### src/rtl/hull_fifo_pkg.sv
// hull_fifo_pkg
//   Shared constants for the hull_fifo buffering primitive.
//   FIFO_SHOWAHEAD : q presents the head word combinationally (first-word-fall-through).
//   FIFO_NORMAL    : q is registered and loads the head word on an accepted read.
//   Any TYPE value other than FIFO_SHOWAHEAD behaves as FIFO_NORMAL.
package hull_fifo_pkg;

  localparam int FIFO_SHOWAHEAD = 0;
  localparam int FIFO_NORMAL    = 1;

endpackage : hull_fifo_pkg

### src/rtl/hull_fifo_ram.sv
// hull_fifo_ram
//   Simple dual-port storage array for hull_fifo: one synchronous write port
//   and one asynchronous read port. The contents are never reset.
// Ports:
//   clock   in   write clock
//   we      in   write enable
//   waddr   in   write address (LOG_DEPTH bits)
//   wdata   in   write data (WIDTH bits)
//   raddr   in   read address (LOG_DEPTH bits)
//   rdata   out  word at raddr, combinational
module hull_fifo_ram #(
  parameter int WIDTH     = 64,
  parameter int LOG_DEPTH = 4
) (
  input  logic                 clock,
  input  logic                 we,
  input  logic [LOG_DEPTH-1:0] waddr,
  input  logic [WIDTH-1:0]     wdata,
  input  logic [LOG_DEPTH-1:0] raddr,
  output logic [WIDTH-1:0]     rdata
);

  localparam int DEPTH = 1 << LOG_DEPTH;

  logic [WIDTH-1:0] mem_reg [DEPTH];

  always_ff @(posedge clock) begin
    if (we) begin
      mem_reg[waddr] <= wdata;
    end
  end

  // The show-ahead mode needs the head word visible without waiting an edge.
  assign rdata = mem_reg[raddr];

endmodule : hull_fifo_ram

### src/rtl/hull_fifo.sv
// hull_fifo
//   Single-clock synchronous FIFO with selectable read mode.
//   TYPE == FIFO_SHOWAHEAD : q = head word whenever empty=0; rdreq pops it.
//   otherwise              : q is a register loaded with the head word on an
//                            accepted read (1-cycle latency) and held otherwise.
//   Writes while full and reads while empty are dropped without side effects.
// Ports:
//   clock    in   sole clock, rising edge
//   reset_n  in   asynchronous active-low reset; discards all contents
//   wrreq    in   write request
//   data     in   write data (WIDTH bits)
//   full     out  FIFO holds DEPTH entries
//   rdreq    in   read/pop request
//   q        out  read data (WIDTH bits)
//   empty    out  FIFO holds no entries
module hull_fifo
  import hull_fifo_pkg::*;
#(
  parameter int TYPE      = FIFO_SHOWAHEAD,
  parameter int WIDTH     = 64,
  parameter int LOG_DEPTH = 4
) (
  input  logic             clock,
  input  logic             reset_n,
  input  logic             wrreq,
  input  logic [WIDTH-1:0] data,
  output logic             full,
  input  logic             rdreq,
  output logic [WIDTH-1:0] q,
  output logic             empty
);

  localparam int                   DEPTH      = 1 << LOG_DEPTH;
  localparam logic [LOG_DEPTH:0]   COUNT_FULL = (LOG_DEPTH + 1)'(DEPTH);
  localparam logic [LOG_DEPTH:0]   COUNT_ONE  = (LOG_DEPTH + 1)'(1);
  localparam logic [LOG_DEPTH-1:0] PTR_ONE    = LOG_DEPTH'(1);

  logic [LOG_DEPTH-1:0] wrptr_reg, wrptr_next;
  logic [LOG_DEPTH-1:0] rdptr_reg, rdptr_next;
  logic [LOG_DEPTH:0]   count_reg, count_next;
  logic                 wr_ok;
  logic                 rd_ok;
  logic [WIDTH-1:0]     head_word;

  // Flags come from the registered count only, so a simultaneous read
  // cannot make room for a write in the same cycle (and vice versa).
  assign full  = (count_reg == COUNT_FULL);
  assign empty = (count_reg == '0);

  assign wr_ok = wrreq & ~full;
  assign rd_ok = rdreq & ~empty;

  always_comb begin
    wrptr_next = wrptr_reg;
    rdptr_next = rdptr_reg;
    count_next = count_reg;
    if (wr_ok) begin
      wrptr_next = wrptr_reg + PTR_ONE;
    end
    if (rd_ok) begin
      rdptr_next = rdptr_reg + PTR_ONE;
    end
    // Pointers wrap naturally modulo DEPTH; only the count needs the extra bit.
    case ({wr_ok, rd_ok})
      2'b10:   count_next = count_reg + COUNT_ONE;
      2'b01:   count_next = count_reg - COUNT_ONE;
      default: count_next = count_reg;
    endcase
  end

  always_ff @(posedge clock or negedge reset_n) begin
    if (!reset_n) begin
      wrptr_reg <= '0;
      rdptr_reg <= '0;
      count_reg <= '0;
    end else begin
      wrptr_reg <= wrptr_next;
      rdptr_reg <= rdptr_next;
      count_reg <= count_next;
    end
  end

  hull_fifo_ram #(
    .WIDTH     (WIDTH),
    .LOG_DEPTH (LOG_DEPTH)
  ) u_ram (
    .clock (clock),
    .we    (wr_ok),
    .waddr (wrptr_reg),
    .wdata (data),
    .raddr (rdptr_reg),
    .rdata (head_word)
  );

  generate
    if (TYPE == FIFO_SHOWAHEAD) begin : g_showahead
      // Head word is stale/don't-care while empty; consumers gate on empty.
      assign q = head_word;
    end else begin : g_normal
      logic [WIDTH-1:0] q_reg;

      always_ff @(posedge clock or negedge reset_n) begin
        if (!reset_n) begin
          q_reg <= '0;
        end else if (rd_ok) begin
          q_reg <= head_word;
        end
      end

      assign q = q_reg;
    end
  endgenerate

endmodule : hull_fifo

### config.mk
export PLATFORM = sky130hd
export DESIGN_NAME = hull_fifo
export DESIGN_NICKNAME = d
export VERILOG_FILES = /design/src/rtl/hull_fifo_pkg.sv /design/src/rtl/hull_fifo_ram.sv /design/src/rtl/hull_fifo.sv
export SDC_FILE = /design/constraint.sdc
export NUM_CORES = 1
export LEC_CHECK = 0
export BUFFER_PORTS_ARGS = -buffer_cell sky130_fd_sc_hd__buf_2
export CORE_UTILIZATION = 40
export DETAILED_ROUTE_END_ITERATION = 10
export GPL_ROUTABILITY_DRIVEN = 0
export GPL_TIMING_DRIVEN = 1
export HOLD_SLACK_MARGIN = 0.1
export RECOVER_POWER = 50
export REMOVE_ABC_BUFFERS = 1
export SLEW_MARGIN = 30
export SYNTH_ARGS = -nofsm -noshare
export SYNTH_HDL_FRONTEND = slang
export SYNTH_SLANG_ARGS = --single-unit
### constraint.sdc
create_clock -name clock -period 9.3 [get_ports clock]
set_input_delay 0.93 -clock clock [delete_from_list [all_inputs] [get_ports clock]]
set_output_delay 0.93 -clock clock [all_outputs]
set_load 0.02 [all_outputs]
; After elaboration in Yosys (flattened, before gate mapping)
; Memory sizes are Yosys's and may differ from the RTL's.
; Cells that the tools add are included.
[classes]
bitwise_logic = 4
eq_ne = 3
n_reduce_logical = 2
muxes = 3
add_sub_neg = 4
[op_table]
columns = cell, count
row1 = $pmux W5 S2, 1
row2 = $add A4 B1 Y4 const B, 2
row3 = $add A5 B1 Y5 const B, 1
row4 = $eq A5 B5 Y1 const B, 1
row5 = $logic_not A5 Y1, 1
row6 = $sub A5 B1 Y5 const B, 1
row7 = $and A1 B1 Y1, 2
row8 = $eq A2 B1 Y1 const B, 1
row9 = $eq A2 B2 Y1 const B, 1
row10 = $mux W1, 2
row11 = $not A1 Y1, 2
row12 = $reduce_bool A2 Y1, 1
[word_totals]
word_cells = 20
output_inout_bits = 66
ff_bits = 13
ramBits = 1024
n_memories = 1
[memory_table]
columns = memory, words, width, rd, rd_clocked_by_memory_dff, wr, line
row1 = u_ram.mem_reg, 16, 64, 1, 0, 1, hull_fifo_ram.sv:25  ; logic [WIDTH-1:0] mem_reg [DEPTH];

; Depth between registers and ports, before layout
; Gate-level depths: netlist (run 1).
[logic_depth]
depth_word = 5
depth_mapped = 13
depth_no_buf = 12

; Modules after synthesis
; A second synthesis (run 1) with hierarchy kept.
[unflattened]
hier_cells = 1654
hier_area_um2 = 39088.7
[modules_own_cells]
columns = mod, n_inst, seq_area_each_um2, cells_per_inst, area_each_um2
row1 = hull_fifo_ram, 1, 30749.5, 1583, 38300.5
row2 = hull_fifo, 1, 325.3, 71, 788.3

; Worst setup path after synthesis (run 1)
; OpenSTA, ideal clock, no wires.
[synth_path]
path_kind = input-to-reg
start = input wrreq
end = memory u_ram.mem_reg[3][0] (enable)
t_arrival_ps = 5824
path_slack_ps = 2911
required_time_ps = 8735
path_stages = 4
path_cell_list = and2_1 -> clkbuf_1 -> nand2_1 -> nor3_1
[synth_between]
elab_chain_len = 3
[synth_rtl]
columns = element, line
row1 = from (decl), hull_fifo.sv:25  ; input logic wrreq,
row2 = $and A1 B1 Y1, hull_fifo.sv:50  ; assign wr_ok = wrreq & ~full;
row3 = $mux W1, hull_fifo_ram.sv:28  ; if (we) begin
row4 = $mux W1 (implied by the code), hull_fifo_ram.sv:29  ; mem_reg[waddr] <= wdata;
row5 = to (decl), hull_fifo_ram.sv:25
; Every way passes these cells.

; Final worst setup path (run 1)
[layout_path]
start = register rdptr_reg[0]
end = output q[43]
[layout_between]
elab_chain_len = 1
[layout_rtl]
columns = element, line
row1 = from (decl), hull_fifo.sv:39  ; logic [LOG_DEPTH-1:0] rdptr_reg, rdptr_next;
row2 = from (signal assigned), hull_fifo.sv:78  ; rdptr_reg <= rdptr_next;
row3 = $mem_v2 Z16 W64, --
row4 = to (decl), hull_fifo.sv:29  ; output logic [WIDTH-1:0] q,
; Every way passes these cells.

==> results of run 1 <==
[through the flow]
stage          TNS [ps]  power (uW)  setup slack (ps)
5_1_grt               0       15200              2720
3_5_place_dp          0       10500              4760
4_1_cts               0       14700              4020
3_3_place_gp          0       10400              4760
6_report              0       14600              3280
2_1_floorplan   -358300        9450             -5420
[power breakdown]
group / internal (uW) / switching [uW]
clock network: 2480 / 1760
logic: 1650 / 2780
registers: 5640 / 269
total: 9760 / 4800
[how the worst max path moves through the flow]
stage,to,cells after the start
2_1_floorplan,q[0],5
3_3_place_gp,q[55],6
3_5_place_dp,q[59],6
4_1_cts,q[59],6
5_1_grt,q[5],8
6_report,q[43],8
[cell type report]
type	count	area [um2]
Clock buffer	128	2760
Fill cell	8286	53100
Multi-Input combinational cell	837	8360
Inverter	8	30.0
Tap cell	1287	1610
Sequential cell	1037	31100
Antenna cell	1	2.50
Timing Repair Buffer	178	1000
Clock inverter	69	734
[worst max-delay path, delay by kind of cell, from the launching register on]
kind	cells	cell delay, ps
flip-flops	1	2230
AND/OR/NAND/NOR	1	150
multiplexers	1	400
buffers and inverters	3	1150
AO/OA/AOI/OAI	3	400
[layout by cell type (no fill, tap or decap), types with 2 or more instances in the layout]
cell type and instances:
sky130_fd_sc_hd__o21ai_0 118, sky130_fd_sc_hd__inv_1 8, sky130_fd_sc_hd__xnor2_1 7, sky130_fd_sc_hd__inv_16 2, sky130_fd_sc_hd__nand3_1 2, sky130_fd_sc_hd__ha_1 9, sky130_fd_sc_hd__nand2b_1 2, sky130_fd_sc_hd__nand2_1 74
sky130_fd_sc_hd__nor3_2 3, sky130_fd_sc_hd__clkbuf_1 88, sky130_fd_sc_hd__mux2i_1 193, sky130_fd_sc_hd__clkinv_8 3, sky130_fd_sc_hd__clkbuf_16 107, sky130_fd_sc_hd__xor2_1 3, sky130_fd_sc_hd__bufinv_16 13, sky130_fd_sc_hd__mux2_1 12
sky130_fd_sc_hd__dfrtp_4 2, sky130_fd_sc_hd__a21oi_1 66, sky130_fd_sc_hd__clkinv_1 28, sky130_fd_sc_hd__clkinv_2 19, sky130_fd_sc_hd__mux4_2 128, sky130_fd_sc_hd__buf_16 3, sky130_fd_sc_hd__a22oi_1 64, sky130_fd_sc_hd__nor2b_1 2
sky130_fd_sc_hd__mux2_2 53, sky130_fd_sc_hd__buf_4 37, sky130_fd_sc_hd__o21ai_1 14, sky130_fd_sc_hd__nor2_4 12, sky130_fd_sc_hd__a221oi_1 64, sky130_fd_sc_hd__buf_12 2, sky130_fd_sc_hd__edfxtp_1 1024, sky130_fd_sc_hd__buf_2 68
sky130_fd_sc_hd__dfrtp_1 10
[Yosys cell counts (3+ instances only)]
cell                       number
sky130_fd_sc_hd__edfxtp_1    1024
sky130_fd_sc_hd__mux2i_1      193
sky130_fd_sc_hd__mux4_2       128
sky130_fd_sc_hd__o21ai_0      118
sky130_fd_sc_hd__nand2_1       74
sky130_fd_sc_hd__a21oi_1       66
sky130_fd_sc_hd__a221oi_1      64
sky130_fd_sc_hd__a22oi_1       64
sky130_fd_sc_hd__mux2_2        53
sky130_fd_sc_hd__clkbuf_1      45
sky130_fd_sc_hd__buf_6         26
sky130_fd_sc_hd__buf_1         17
sky130_fd_sc_hd__o21ai_1       14
sky130_fd_sc_hd__dfrtp_1       13
sky130_fd_sc_hd__buf_4         12
sky130_fd_sc_hd__mux2_1        12
sky130_fd_sc_hd__nor2_1        12
sky130_fd_sc_hd__buf_2         11
sky130_fd_sc_hd__ha_1           9
sky130_fd_sc_hd__inv_1          8
sky130_fd_sc_hd__xnor2_1        7
sky130_fd_sc_hd__nor3_1         4
sky130_fd_sc_hd__nand2b_1       3
sky130_fd_sc_hd__nor2b_1        3
sky130_fd_sc_hd__xor2_1         3
[kinds of logic after synthesis]
family                     Yosys count  synth area share (%)
AOI/OAI and AO/OA                  327                  5.10
xor gates and xnor gates            10                 0.219
adders and majority gates           10                 0.331
buffers and inverters              119                  1.75
DFF                               1037                  77.7
muxes                              386                  13.9
and+or+nand+nor                    104                  1.08
[per-layer routing]
layer  part of all wire, %  vias up  track usage (%)
li1                      -     8586                -
met1                    44    10428             25.6
met2                    48      600             29.8
met3                   6.2      124             3.75
met4                   1.7       16             4.62
met5                  0.11        -                0
==> results.md, run 1 <==
* Pleak at 0.0149 uW
* Areal power density over the cells at 320 nW/um2
* Number of placed instances, taps included at 3346
* Vertical extent of the die at 318 um
* Clock-pin slew of the registers on the worst-case setup and hold paths at 60 ps
* Synth Warn # at 0
* Initial antenna violation count at 10
* Dpl cell area at 42200 um2
* Final hold violation count at 0
* Drt wl/cell at 26.4 um
* Share of Yosys cell area claimed by the top area cell type at 76.8%
* Minimum period implied by the final worst setup slack at 6020 ps
* Avg Inst Size Synth at 20.1 um2
* Fraction of the yosys area taken by sequential cells at 77.7%
* Fin util at 46.2%
* Most repeated library cell on the critical path: sky130_fd_sc_hd__o21ai_0
* Standard cell with the maximum stage delay on the critical path: sky130_fd_sc_hd__dfrtp_1
* Kind of path behind the tightest hold check: in -> async
* Initial drt markers at 1722
* Count of hold-fix buffers inserted at cts at 0
* Critical Path AT at 5090 ps
* Critical Path Fanout Max at 90
* Startpoint types: flop
* Gate count after technology mapping at 1993
* # DRC at 0
* Outcome: complete, but fails checks
* Flip-flop and latch count after synthesis at 1037
* Post-layout nets at 2247
* Main synth FF type: sky130_fd_sc_hd__edfxtp_1
* Ordered list of cells on the worst path: buf_12 > buf_16 > mux2_2 > o21ai_0 > a21oi_1 > o21ai_0 > nand2_1 > buf_2
* Level count of the clock H-tree at 3
* Dominant cells by area after synthesis: sky130_fd_sc_hd__edfxtp_1 77%, sky130_fd_sc_hd__mux4_2 7.2%, sky130_fd_sc_hd__mux2i_1 4.8%, sky130_fd_sc_hd__mux2_2 1.5%, sky130_fd_sc_hd__o21ai_0 1.5%
* Via count at 19.8k
* Kind of capture point of the worst setup path: output port
* Number of routed nets with antenna violations at 0
* Initial Util at 40.5%
* Buffers added on ports at 133
* Highest ir drop seen on vdd at 226 uV
* Std-Cell Core Area at 98700 um2
* Via/cell ratio at 5.57
* Share of final-layout standard cells stronger than drive strength 1 at 20.5%
* Wire length of the first global-routing pass at 137 mm
* Actual transition at the worst max-transition pin at 2800 ps
* Area of the die at 101000 um2
* Area leader, netlist: sky130_fd_sc_hd__edfxtp_1
* Final design instance area without fill at 45600 um2
* Post-CTS Resized at 0
* GRT Total Usage at 18.4%
* Overflow after GRT at 0
* Critical register-to-register path endpoint: u_ram.mem_reg[9][21]
* Post-CTS Setup Bufs at 0
* Latest clock arrival within the worst-skew pair at 680 ps
* Non-filler instance count after layout at 3545
* Highest clock frequency the design can meet at 0.166 GHz
* Start-to-end type of the worst setup path: reg -> out
* Unrepaired setup endpoints after global routing: no
* Number of flops mapped to enable cells by yosys at 1024
* Number of flip-flops under the largest register name at 1024
* Clock root buffer: sky130_fd_sc_hd__clkbuf_16
* Clk_skew at 21.0 ps
* Tightest hold margin at 339 ps
* Longest individual stage delay on the worst path at 2230 ps
* Max-slew violation count at 67
* Clock tree from TritonCTS: yes
* Number of cell instances on the worst register-to-register path at 7
* DRT Wirelength at 93.7 mm
* Layout Area Growth over Synthesis at 13.9%
* Number of iterations in the first detailed-routing pass at 5
* Synth Cell Area at 40000 um2
* Startpoint of the worst setup timing path: rdptr_reg[0]
* Detailed Place HPWL at 47.0 mm
* Pin count of the biggest net entering global routing at 114
* Max Cap Violations at 2
* Boundary pin count at 134
* Number of placement rows at 115
* Die width at 318 um
* Violated checks: max-capacitance violations, max-slew violations
* Final period util at 64.8%
* Setup violation total in the final timing report at 0
* Worst Path Required at 8370 ps
* Maximum clock insertion buffer count at 3
* Via count of the first global-routing pass at 20.3k
* Register-to-register setup slack at 5570 ps
* Synth async-reset ratio at 1.25%
* Clock Sink Count at 1037
* Max-slew headroom at the worst pin at -86.6%
* Total CTS buffers at 107
* Number of distinct library cell variants in the gate-level netlist after synthesis at 33
* Reg-to-Reg Start: count_reg[0]
Power figures use the tool's default switching activity.
==> run 2, diff against run 1 <==
Clock period 9.3 ns to 5.9 ns, I/O delays scaled along.
==> run 2 against run 1 <==
The flow still finishes with violations (max-capacitance violations, max-slew violations). Non-clock buffer count fell by 2. Flip-flop and latch count did not move. Die area did not move. Clock skew rose by 1.2 ps. Setup slack got worse by 2200 ps. Routed wire length fell by 0.95%. Critical endpoint is now q[5].
==> results.md, run 2 (same netlist as run 1, synthesis figures left out) <==
* Outcome: complete, but fails checks
* Violated checks: max-capacitance violations, max-slew violations
* Post-CTS Setup Bufs at 0
* Drt wl/cell at 26.2 um
* Cell count of the worst hold path at 1
* Critical Path Fanout Max at 53
* Count of hold-fix buffers inserted at cts at 1
* Initial drt markers at 1632
* Initial antenna violation count at 14
* Minimum period implied by the final worst setup slack at 4790 ps
* Clock Sink Count at 1037
* # DRC at 0
* Worst slack, placed at 1800 ps
* Unrepaired setup endpoints after global routing: no
* Critical Path AT at 4200 ps
* Via count at 19.6k
* Area of the die at 101000 um2
* Maximum clock insertion buffer count at 3
* Detailed Place HPWL at 47.1 mm
* Final period util at 81.2%
* Hold path startpoint: data[53]
* Highest ir drop seen on vdd at 339 uV
* Setup slack of the critical path after layout at 1110 ps
* Max-slew headroom at the worst pin at -7.70%
* GRT Total Usage at 18.2%
* Areal power density over the cells at 498 nW/um2
* Pleak at 0.0148 uW
* Startpoint of the worst setup timing path: rdptr_reg[1]
* Final hold violation count at 0
* Start-to-end type of the worst setup path: reg -> out
* Clk_skew at 22.2 ps
* Via/cell ratio at 5.54
* DRT Wirelength at 92.8 mm
* Number of routed nets with antenna violations at 0
* Buffers added on ports at 133
* Startpoint types: flop
* Boundary pin count at 134
* Dpl cell area at 42300 um2
* Vertical extent of the die at 318 um
* Kind of capture point of the worst setup path: output port
* Std-Cell Core Area at 98700 um2
* Total CTS buffers at 106
* Latest clock arrival within the worst-skew pair at 660 ps
* Initial Util at 40.5%
* Max Cap Violations at 2
* Max-slew violation count at 32
* Final design instance area without fill at 45600 um2
* Share of final-layout standard cells stronger than drive strength 1 at 20.3%
* Wire length of the first global-routing pass at 136 mm
* Reg-to-Reg Start: count_reg[0]
* Clock root buffer: sky130_fd_sc_hd__clkbuf_16
* Pin count of the biggest net entering global routing at 74
* Clock tree from TritonCTS: yes
* Tightest hold margin at 406 ps
* Total of fill cells in the finished design at 8207
* Actual transition at the worst max-transition pin at 1620 ps
* Layout Area Growth over Synthesis at 13.9%
* Die width at 318 um
* Number of iterations in the first detailed-routing pass at 5
* Setup violation total in the final timing report at 0
* Level count of the clock H-tree at 3
* Number of placement rows at 115
* Leading cell type in the layout, fill and taps excluded: sky130_fd_sc_hd__edfxtp_1
* Register-to-register setup slack at 2020 ps
* Post-layout nets at 2244
* Clock-pin slew of the registers on the worst-case setup and hold paths at 60 ps
* Via count of the first global-routing pass at 20.6k
* Kind of path behind the tightest hold check: in -> reg
* Worst Path Required at 5310 ps
* Number of cell instances on the worst register-to-register path at 6
* Post-CTS Resized at 0
* Number of flip-flops under the largest register name at 1024
* Most frequent cells in the layout: 1024 x sky130_fd_sc_hd__edfxtp_1, 193 x sky130_fd_sc_hd__mux2i_1, 128 x sky130_fd_sc_hd__mux4_2
* Highest clock frequency the design can meet at 0.209 GHz
* Overflow after GRT at 0
## run 2: worst paths after layout
kind,endpoint
min in group asynchronous,count_reg[3]
max in group asynchronous,rdptr_reg[3]
max,q[5]
min,u_ram.mem_reg[6][53]
max reg2reg,u_ram.mem_reg[8][59]
min reg2reg,count_reg[4]
## run 2: metrics by stage
step | total power [uW] | util, % | TNS [ps] | std cells
detailed placement | 16600 | 42.9 | 0 | 3343
CTS | 22900 | 46.3 | 0 | 3538
finish | 22700 | 46.2 | 0 | 3544
global placement | 16500 | 42.8 | 0 | 3341
global route | 23700 | 46.2 | 0 | 3540
floorplan | 13900 | - | -569960 | 1882
## run 2: layout make-up
| cell class | count | area (um2) | area share (%) |
|---|---|---|---|
| Antenna cell | 5 | 12.5 | 0.0275 |
| Clock buffer | 134 | 2810 | 6.16 |
| Clock inverter | 60 | 512 | 1.12 |
| Inverter | 8 | 30.0 | 0.0659 |
| Multi-Input combinational cell | 837 | 8340 | 18.3 |
| Sequential cell | 1037 | 31100 | 68.2 |
| Tap cell | 1287 | 1610 | 3.53 |
| Timing Repair Buffer | 176 | 1180 | 2.59 |
## run 2: worst max-delay path, stage by stage (launching register included)
cell and delay (ps):
sky130_fd_sc_hd__dfrtp_4 1050, sky130_fd_sc_hd__buf_4 660, sky130_fd_sc_hd__buf_4 720, sky130_fd_sc_hd__mux4_2 410
sky130_fd_sc_hd__a22oi_1 200, sky130_fd_sc_hd__nand2_1 190, sky130_fd_sc_hd__buf_2 220
## run 2: power by group
part | total (uW) | switching (uW) | internal (uW)
Sequential | 9310 | 433 | 8880
Combinational | 7000 | 4380 | 2630
Clock | 6370 | 2730 | 3640
Total | 22700 | 7540 | 15100
## run 2: layer usage
layer	global-route usage [%]	vias to the layer above	share of wire, %
li1	-	8579	-
met1	24.7	10378	43
met2	30.5	543	49
met3	2.96	130	6.0
met4	4.93	12	1.8
met5	0	-	0.098
==> run 3, diff against run 2 <==
Clock period 5.9 ns to 4.77 ns, I/O delays scaled along.
==> run 3 against run 2 <==
The flow still finishes with violations (max-capacitance violations, max-slew violations). Design area barely moved. Global-route usage rose by 0.10 points. Final cell count barely moved. Largest cell class unchanged. Setup slack got worse by 410 ps.
==> results.md, run 3 (same netlist as run 1, synthesis figures left out) <==
* Latest clock arrival within the worst-skew pair at 670 ps
* Max-slew violation count at 63
* Layout Area Growth over Synthesis at 13.9%
* Via count at 19.7k
* Startpoint types: flop
* Die width at 318 um
* Clk_skew at 15.4 ps
* Areal power density over the cells at 618 nW/um2
* Final period util at 85.2%
* Boundary pin count at 134
* DRT Wirelength at 92.8 mm
* Clock Sink Count at 1037
* Actual transition at the worst max-transition pin at 1930 ps
* Switching power summed over all nets at 9310 uW
* Detailed Place HPWL at 47.6 mm
* Number of routed nets with antenna violations at 0
* Clock tree from TritonCTS: yes
* Initial Util at 40.5%
* Share of final-layout standard cells stronger than drive strength 1 at 20.8%
* Overflow after GRT at 0
* Clock root buffer: sky130_fd_sc_hd__clkbuf_16
* Area taken by multi-input logic gates at 8330 um2
* Start-to-end type of the worst setup path: reg -> reg
* Highest ir drop seen on vdd at 331 uV
* Sequential cell fraction of total power at 40.6%
* Setup violation total in the final timing report at 0
* Most frequent cells in the layout: 1024 x sky130_fd_sc_hd__edfxtp_1, 193 x sky130_fd_sc_hd__mux2i_1, 128 x sky130_fd_sc_hd__mux4_2
* Total of fill cells in the finished design at 8282
* Clock network power share at 28.2%
* Initial antenna violation count at 13
* Final hold violation count at 0
* Highest clock frequency the design can meet at 0.246 GHz
* Kind of path behind the tightest hold check: in -> reg
* # DRC at 0
* Total design power at 28100 uW
* Via count of the first global-routing pass at 20.6k
* Post-CTS Setup Bufs at 0
* Via/cell ratio at 5.55
* Initial drt markers at 1671
* Combinational cell fraction of total power at 31.2%
* Count of inserted antenna diode cells at 0
* Number of flip-flops under the largest register name at 1024
* Number of placement rows at 115
* Post-layout nets at 2254
* Clock-pin slew of the registers on the worst-case setup and hold paths at 60 ps
* Area of all sequential standard cells at 31100 um2
* Post-CTS Resized at 0
* Number of iterations in the first detailed-routing pass at 5
* Fin util at 46.2%
* Total CTS buffers at 103
* Total internal power at 18800 uW
* Level count of the clock H-tree at 3
* Buffers added on ports at 133
* Std-Cell Core Area at 98700 um2
* Outcome: complete, but fails checks
* Pleak at 0.0149 uW
* Switching Share at 33.1%
* Vertical extent of the die at 318 um
* Unrepaired setup endpoints after global routing: no
* Kind of capture point of the worst setup path: flop
* Minimum period implied by the final worst setup slack at 4070 ps
* Critical Path Fanout Max at 26
* Leading cell type in the layout, fill and taps excluded: sky130_fd_sc_hd__edfxtp_1
* Max Cap Violations at 3
* Area of the die at 101000 um2
* Max-slew headroom at the worst pin at -29.1%
* Drt wl/cell at 26.2 um
* Maximum clock insertion buffer count at 3
* Count of hold-fix buffers inserted at cts at 1
* GRT Total Usage at 18.3%
* Worst Path Required at 5070 ps
* Wire length of the first global-routing pass at 137 mm
* Critical Path AT at 4370 ps
* Violated checks: max-capacitance violations, max-slew violations
* Pin count of the biggest net entering global routing at 78
run 3: worst max-delay path, stage by stage, from the launching register on:
cell and delay, ps:
sky130_fd_sc_hd__dfrtp_1 420, sky130_fd_sc_hd__nor4_1 100, sky130_fd_sc_hd__nand2_1 90, sky130_fd_sc_hd__and2_0 520
sky130_fd_sc_hd__nand2_1 350, sky130_fd_sc_hd__nor2_1 1490, sky130_fd_sc_hd__buf_4 690
run 3: worst paths after layout:
path,slack [ps],cells past startpoint,to,start
setup / recovery,700,6,u_ram.mem_reg[9][16],count_reg[0]
min in group asynchronous,470,2,count_reg[4],reset_n
setup reg to reg,700,6,u_ram.mem_reg[9][16],count_reg[0]
hold / removal,300,1,u_ram.mem_reg[1][22],data[22]
hold reg to reg,500,1,count_reg[4],count_reg[4]
max in group asynchronous,3580,2,rdptr_reg[1],reset_n
run 3: power by group through the flow:
stage | sequential [uW] | clock [uW] | combinational (uW)
2_1_floorplan | 11900 | 0 | 4870
3_3_place_gp | 11600 | 0 | 8760
3_5_place_dp | 11700 | 0 | 8830
4_1_cts | 11500 | 8090 | 8850
5_1_grt | 11500 | 8440 | 9500
6_report | 11400 | 7940 | 8770
run 3: layer usage:
layer	vias up	track usage, %	share of wire (%)
li1	8590	-	-
met1	10453	25.2	44
met4	18	4.33	1.4
met5	-	0	0.12
met3	100	3.19	5.4
met2	520	30.4	49
run 3: metrics by stage:
stage / cells / hold WS [ps] / worst slack (ps) / area (um2) / setup TNS (ps)
after CTS: 3546 / 143 / 629 / 45700 / 0
after detailed placement: 3356 / 422 / 1350 / 42300 / 0
after global routing: 3547 / 315 / 517 / 45600 / 0
after floorplan: 1882 / 181 / -9490 / 39300 / -911840
final: 3547 / 296 / 705 / 45600 / 0
after global placement: 3355 / 405 / 1350 / 42300 / 0
run 3: cell type report:
cell class,instances,share of cell area (%)
sequential,1037,68.2
multi-input combinational,837,18.3
clock buffer,124,5.88
tap,1287,3.53
timing repair buffer,189,2.60
clock inverter,65,1.40
inverter,8,0.0659
